<file path="src/rtl/div_pkg.sv">
// Shared constants for the sequential divider: FSM state encodings and default widths.
package div_pkg;

   localparam logic IDLE = 1'b0;
   localparam logic RUN  = 1'b1;

   localparam int unsigned DIVIDEND_W_DEF = 8;
   localparam int unsigned DIVISOR_W_DEF  = 4;

endpackage : div_pkg

</file>
<file path="src/rtl/seq_divider.sv">
// Restoring unsigned divider, one quotient bit per clock, start/busy/done handshake.
// Results are held on the outputs until the next operation completes.
module seq_divider
   import div_pkg::*;
#(
   parameter int unsigned DIVIDEND_W = DIVIDEND_W_DEF,
   parameter int unsigned DIVISOR_W  = DIVISOR_W_DEF
) (
   input  logic                  clk,
   input  logic                  rst,
   input  logic                  start,
   input  logic [DIVIDEND_W-1:0] dividend,
   input  logic [DIVISOR_W-1:0]  divisor,
   output logic                  busy,
   output logic                  done,
   output logic [DIVIDEND_W-1:0] quotient,
   output logic [DIVISOR_W-1:0]  remainder,
   output logic                  div_zero
);

   localparam int unsigned CNT_W = $clog2(DIVIDEND_W);
   localparam int unsigned PR_W  = DIVISOR_W + 1;

   logic                  state_q,   state_d;
   logic [DIVIDEND_W-1:0] shift_q,   shift_d;
   logic [PR_W-1:0]       partial_q, partial_d;
   logic [DIVISOR_W-1:0]  dvs_q,     dvs_d;
   logic [CNT_W-1:0]      cnt_q,     cnt_d;
   logic                  busy_q,    busy_d;
   logic                  done_q,    done_d;
   logic [DIVIDEND_W-1:0] quot_q,    quot_d;
   logic [DIVISOR_W-1:0]  rem_q,     rem_d;
   logic                  dz_q,      dz_d;

   logic [PR_W:0]         step;
   logic [DIVIDEND_W-1:0] shift_next;

   // One restoring step: returns {quotient bit, next partial remainder}.
   function automatic logic [PR_W:0] div_step(input logic [PR_W-1:0]      partial,
                                              input logic                 msb,
                                              input logic [DIVISOR_W-1:0] dvs);
      logic [PR_W:0] trial;
      logic [PR_W:0] diff;
      trial = {partial, msb};
      diff  = trial - (PR_W+1)'(dvs);
      if (trial >= (PR_W+1)'(dvs)) begin
         div_step = {1'b1, diff[PR_W-1:0]};
      end else begin
         div_step = {1'b0, trial[PR_W-1:0]};
      end
   endfunction

   assign step       = div_step(partial_q, shift_q[DIVIDEND_W-1], dvs_q);
   assign shift_next = {shift_q[DIVIDEND_W-2:0], step[PR_W]};

   // Next-state and registered-output logic.
   always_comb begin
      state_d   = state_q;
      shift_d   = shift_q;
      partial_d = partial_q;
      dvs_d     = dvs_q;
      cnt_d     = cnt_q;
      busy_d    = busy_q;
      done_d    = 1'b0;
      quot_d    = quot_q;
      rem_d     = rem_q;
      dz_d      = dz_q;

      if (state_q == IDLE) begin
         if (start) begin
            if (divisor != '0) begin
               shift_d   = dividend;
               dvs_d     = divisor;
               partial_d = '0;
               cnt_d     = CNT_W'(DIVIDEND_W - 1);
               busy_d    = 1'b1;
               state_d   = RUN;
            end else begin
               quot_d = '1;
               rem_d  = '0;
               dz_d   = 1'b1;
               done_d = 1'b1;
            end
         end
      end else begin
         partial_d = step[PR_W-1:0];
         shift_d   = shift_next;
         cnt_d     = cnt_q - CNT_W'(1);
         if (cnt_q == '0) begin
            quot_d  = shift_next;
            rem_d   = step[DIVISOR_W-1:0];
            dz_d    = 1'b0;
            done_d  = 1'b1;
            busy_d  = 1'b0;
            state_d = IDLE;
         end
      end
   end

   always_ff @(posedge clk or negedge rst) begin
      if (!rst) begin
         state_q   <= IDLE;
         shift_q   <= '0;
         partial_q <= '0;
         dvs_q     <= '0;
         cnt_q     <= '0;
         busy_q    <= 1'b0;
         done_q    <= 1'b0;
         quot_q    <= '0;
         rem_q     <= '0;
         dz_q      <= 1'b0;
      end else begin
         state_q   <= state_d;
         shift_q   <= shift_d;
         partial_q <= partial_d;
         dvs_q     <= dvs_d;
         cnt_q     <= cnt_d;
         busy_q    <= busy_d;
         done_q    <= done_d;
         quot_q    <= quot_d;
         rem_q     <= rem_d;
         dz_q      <= dz_d;
      end
   end

   assign busy      = busy_q;
   assign done      = done_q;
   assign quotient  = quot_q;
   assign remainder = rem_q;
   assign div_zero  = dz_q;

endmodule : seq_divider

</file>
<file path="config.mk">
export PLATFORM = sky130hd
export DESIGN_NAME = seq_divider
export DESIGN_NICKNAME = d
export VERILOG_FILES = /design/src/rtl/div_pkg.sv /design/src/rtl/seq_divider.sv
export SDC_FILE = /design/constraint.sdc
export NUM_CORES = 1
export LEC_CHECK = 0
export ABC_AREA = 1
export CAP_MARGIN = 25
export CORE_UTILIZATION = 45
export DETAILED_ROUTE_END_ITERATION = 6
export PLACE_DENSITY = 0.7
export SYNTH_ARGS = -nofsm -noshare
export SYNTH_HDL_FRONTEND = slang
export SYNTH_SLANG_ARGS = --single-unit
</file>
<file path="constraint.sdc">
create_clock -name clk -period 1.9 [get_ports clk]
set_clock_uncertainty 0.2 [all_clocks]
set_input_delay 0.19 -clock clk [delete_from_list [all_inputs] [get_ports clk]]
set_output_delay 0.19 -clock clk [all_outputs]
set_load 0.01 [all_outputs]
</file>
==> results.txt <==
Area grow syn2layout: 29.0%
Number of cells on the worst reg-to-reg path: 11
Seq/Total Area, Yosys: 0.498
List of most frequent post-synthesis cells: 45 x sky130_fd_sc_hd__nand2_1, 36 x sky130_fd_sc_hd__dfrtp_1, 27 x sky130_fd_sc_hd__inv_1
Number of buffers inserted during clock tree synthesis: 5
Share of synthesized registers carrying an async set or reset: 1.00
Highest metal layer with signal wires: met4
Latest clock arrival within the worst-skew pair: 0.29 ns
Post-route clock period utilization: 0.983
Critical path class: flip-flop to flip-flop
Summed instance area of the synthesized netlist: 0.00181 sq mm
Share of the synthesized area in the top cell type: 0.498
Maximum clock insertion buffer count: 2
Cell occurring most often along the worst timing path: sky130_fd_sc_hd__nand2_2
Depth of the CTS H-tree: 2
Post-detailed-route count of antenna-violating nets: 0
Total via count after detailed routing: 1430
Die H: 65.4 microns
Dpl cell area: 0.00219 sq mm
Number of enable flip-flop cells after synthesis: 0
Final period demand of the worst path: 1.87 ns
I/O pin total: 30
Number of sinks handled by clock tree synthesis: 36
CTS root buf: sky130_fd_sc_hd__clkbuf_8
Number of nets produced by synthesis: 222
Outcome: completed
Worst hold-check slack: 0.109 ns
Detailed Route WL: 3.54 mm
Summed area of non-filler cells in the final layout: 0.00233 sq mm
Leading cell type by number of instances after synthesis: sky130_fd_sc_hd__nand2_1
Most used flip-flop cell after synthesis: sky130_fd_sc_hd__dfrtp_1
Synthesized netlist cell count: 200
Initial core utilization: 0.480
Wire length of the first global-routing pass: 5.83 mm
Post-synthesis cell type with the largest combined area: sky130_fd_sc_hd__dfrtp_1
Hold Crit Class: input port to async pin
Internal reg-to-reg setup slack: 0.03 ns
Half-perimeter wire length of the detailed placement result: 2.54 mm
Critical R2R Capture: remainder[2]
Routability Congestion: 0.828
Largest fanout on the critical path: 5
Critical-path cell list: ha_4 -> fa_2 -> inv_2 -> nand2_2 -> nand2_2 -> nand2_4 -> nand2_8 -> nand2_2 -> o21ai_2 -> nand3_1 -> nand2_1
Startpoint type of the worst setup path: flip-flop
Floorplan row count: 22
Category of the worst setup path capture point: flip-flop
Unrepaired setup endpoints after global routing: true
Clock input transition at the sequential cells of the worst setup and hold paths: 0.07 ns
Final Setup Violations: 0
Data required time at the worst endpoint: 1.93 ns
Final Hold Fails: 0
Final nets: 263
Antenna diodes: 0
Residual overflow from global routing: 0
Area of the core: 0.00377 sq mm
Worst EP arrival: 1.89 ns
DR vias/cell: 4.93
Die span in x: 65.4 microns
Share of cells above drive strength 1: 0.211
Maximum clock frequency: 0.535 GHz
Most area-consuming cells after synthesis: sky130_fd_sc_hd__dfrtp_1 50%, sky130_fd_sc_hd__nand2_1 9.3%, sky130_fd_sc_hd__inv_1 5.6%
Area of the die: 0.00428 sq mm
Post-DR wirelength/cell: 12.2 microns
Warnings from Yosys: 0
TritonRoute pass-1 iters: 4
Count of state elements after synthesis: 36
Headroom to the max-slew limit: 0.703
DRC violations left: 0
Total power density per cell area: 1930 mW/mm^2
Clock tree from TritonCTS: yes
Antenna violations before repair: 0
Worst r2r src: dvs_q[0]
Detailed route wirelength on metal2: 1.67 mm
Slew Limit Fails: 0
Count of hold buffers inserted by post-cts repair: 0
Number of input and output port buffers inserted: 29
Slowest cell on crit path: sky130_fd_sc_hd__dfrtp_1
Crit path largest cell delay: 0.41 ns
Number of maximum-capacitance constraint violations: 0
Final-layout fill cell count: 319
Maximum vdd drop: 852 uV
Vias in the first global route: 1334
Routed wire length on met3: 113 microns
Routed length on met1: 1.72 mm
Count of routing violations after the opening detailed-route iteration: 86
Leakage power: 0.00114 uW
Largest net degree at the start of global routing: 37
Overall global routing resource usage: 0.183
Mean instance size in the synthesized netlist: 9.05 sq um
Tightest Pin Transition: 0.446 ns
Number of distinct standard cells referenced by the synthesized netlist: 29
-- cell usage in the layout, fill, tap and decap left out, drive strengths merged --
| cell type | n |
|---|---|
| a21oi | 2 |
| a22oi | 1 |
| a31oi | 8 |
| buf | 12 |
| clkbuf | 5 |
| clkdlybuf4s50 | 29 |
| clkinv | 3 |
| dfrtp | 36 |
| fa | 1 |
| ha | 6 |
| inv | 31 |
| nand2 | 54 |
| nand3 | 10 |
| nor2 | 12 |
| o211ai | 8 |
| o21ai | 20 |
| o22ai | 1 |
| or2 | 1 |
| xnor2 | 1 |
| xor2 | 1 |
-- sequential cells by signal, indices dropped and copies added (netlist names) --
name and cells:
quotient 8, shift_q 8, partial_q 5, dvs_q 4, remainder 4, cnt_q 3
busy 1, div_zero 1, done 1, state_q 1
-- stage by stage --
stage / setup TNS [ns] / util / setup WS, ns / power [uW] / cells
floorplan: 0 / - / 0.0845 / 3090 / 200
global placement: 0 / 0.580 / 0.0289 / 3710 / 278
detailed placement: -0.0445 / 0.580 / -0.0130 / 3770 / 278
CTS: 0 / 0.604 / 0.0196 / 4330 / 286
global route: -0.196 / 0.619 / -0.0440 / 4880 / 290
finish: 0 / 0.619 / 0.0325 / 4500 / 290
-- kinds of logic after synthesis --
logic type / count (synthesis) / synth area share
xor+xnor: 2 / 0.00968
flops: 36 / 0.498
compound gates: 40 / 0.138
fa+ha+maj: 7 / 0.0526
simple gates: 76 / 0.208
buf+inv: 39 / 0.0941
-- area by class of cell --
type / count / area [sq um] / area share
Clock buffer: 5 / 68.8 / 0.0295
Clock inverter: 3 / 18.8 / 0.00804
Inverter: 31 / 116 / 0.0499
Multi-Input combinational cell: 126 / 776 / 0.332
Sequential cell: 36 / 901 / 0.386
Tap cell: 48 / 60.1 / 0.0257
Timing Repair Buffer: 41 / 393 / 0.168
-- repair_timing --
action / 4_1_cts / 5_1_grt
endpoints found under the hold margin: 0 / 0
gates cloned: 0 / 1
pin swaps: 0 / 6
resized for setup: 1 / 7
endpoints found under the setup margin: 8 / 9
buffers inserted: 0 / 3
-- worst max-delay path: cells and delay by family (launching register included) --
kind	cells	cell delay, ns
buffers and inverters	1	0.06
AND/OR/NAND/NOR	7	0.53
flip-flops	1	0.41
AO/OA/AOI/OAI	1	0.07
adder cells (fa/ha/maj)	2	0.55
-- metal layers --
layer  track usage  vias up
met4        0.0734        0
met2         0.284       23
met5             0        -
met3        0.0469        6
li1              -      726
met1         0.243      675
-- worst max-delay path by stage --
stage,startpoint,to,slack [ns],cells past startpoint
5_1_grt,dvs_q[0],remainder[1],-0.04,11
3_5_place_dp,dvs_q[0],partial_q[0],-0.01,11
4_1_cts,dvs_q[0],remainder[2],0.02,11
2_1_floorplan,shift_q[7],partial_q[3],0.08,12
3_3_place_gp,dvs_q[0],remainder[3],0.03,11
6_report,dvs_q[0],remainder[2],0.03,11
-- power breakdown --
part           internal (uW)  switching [uW]  leakage, uW
Sequential              1140             172     0.000418
Combinational           1190            1460     0.000673
Clock                    255             283    0.0000479
Power figures use the tool's default switching activity.
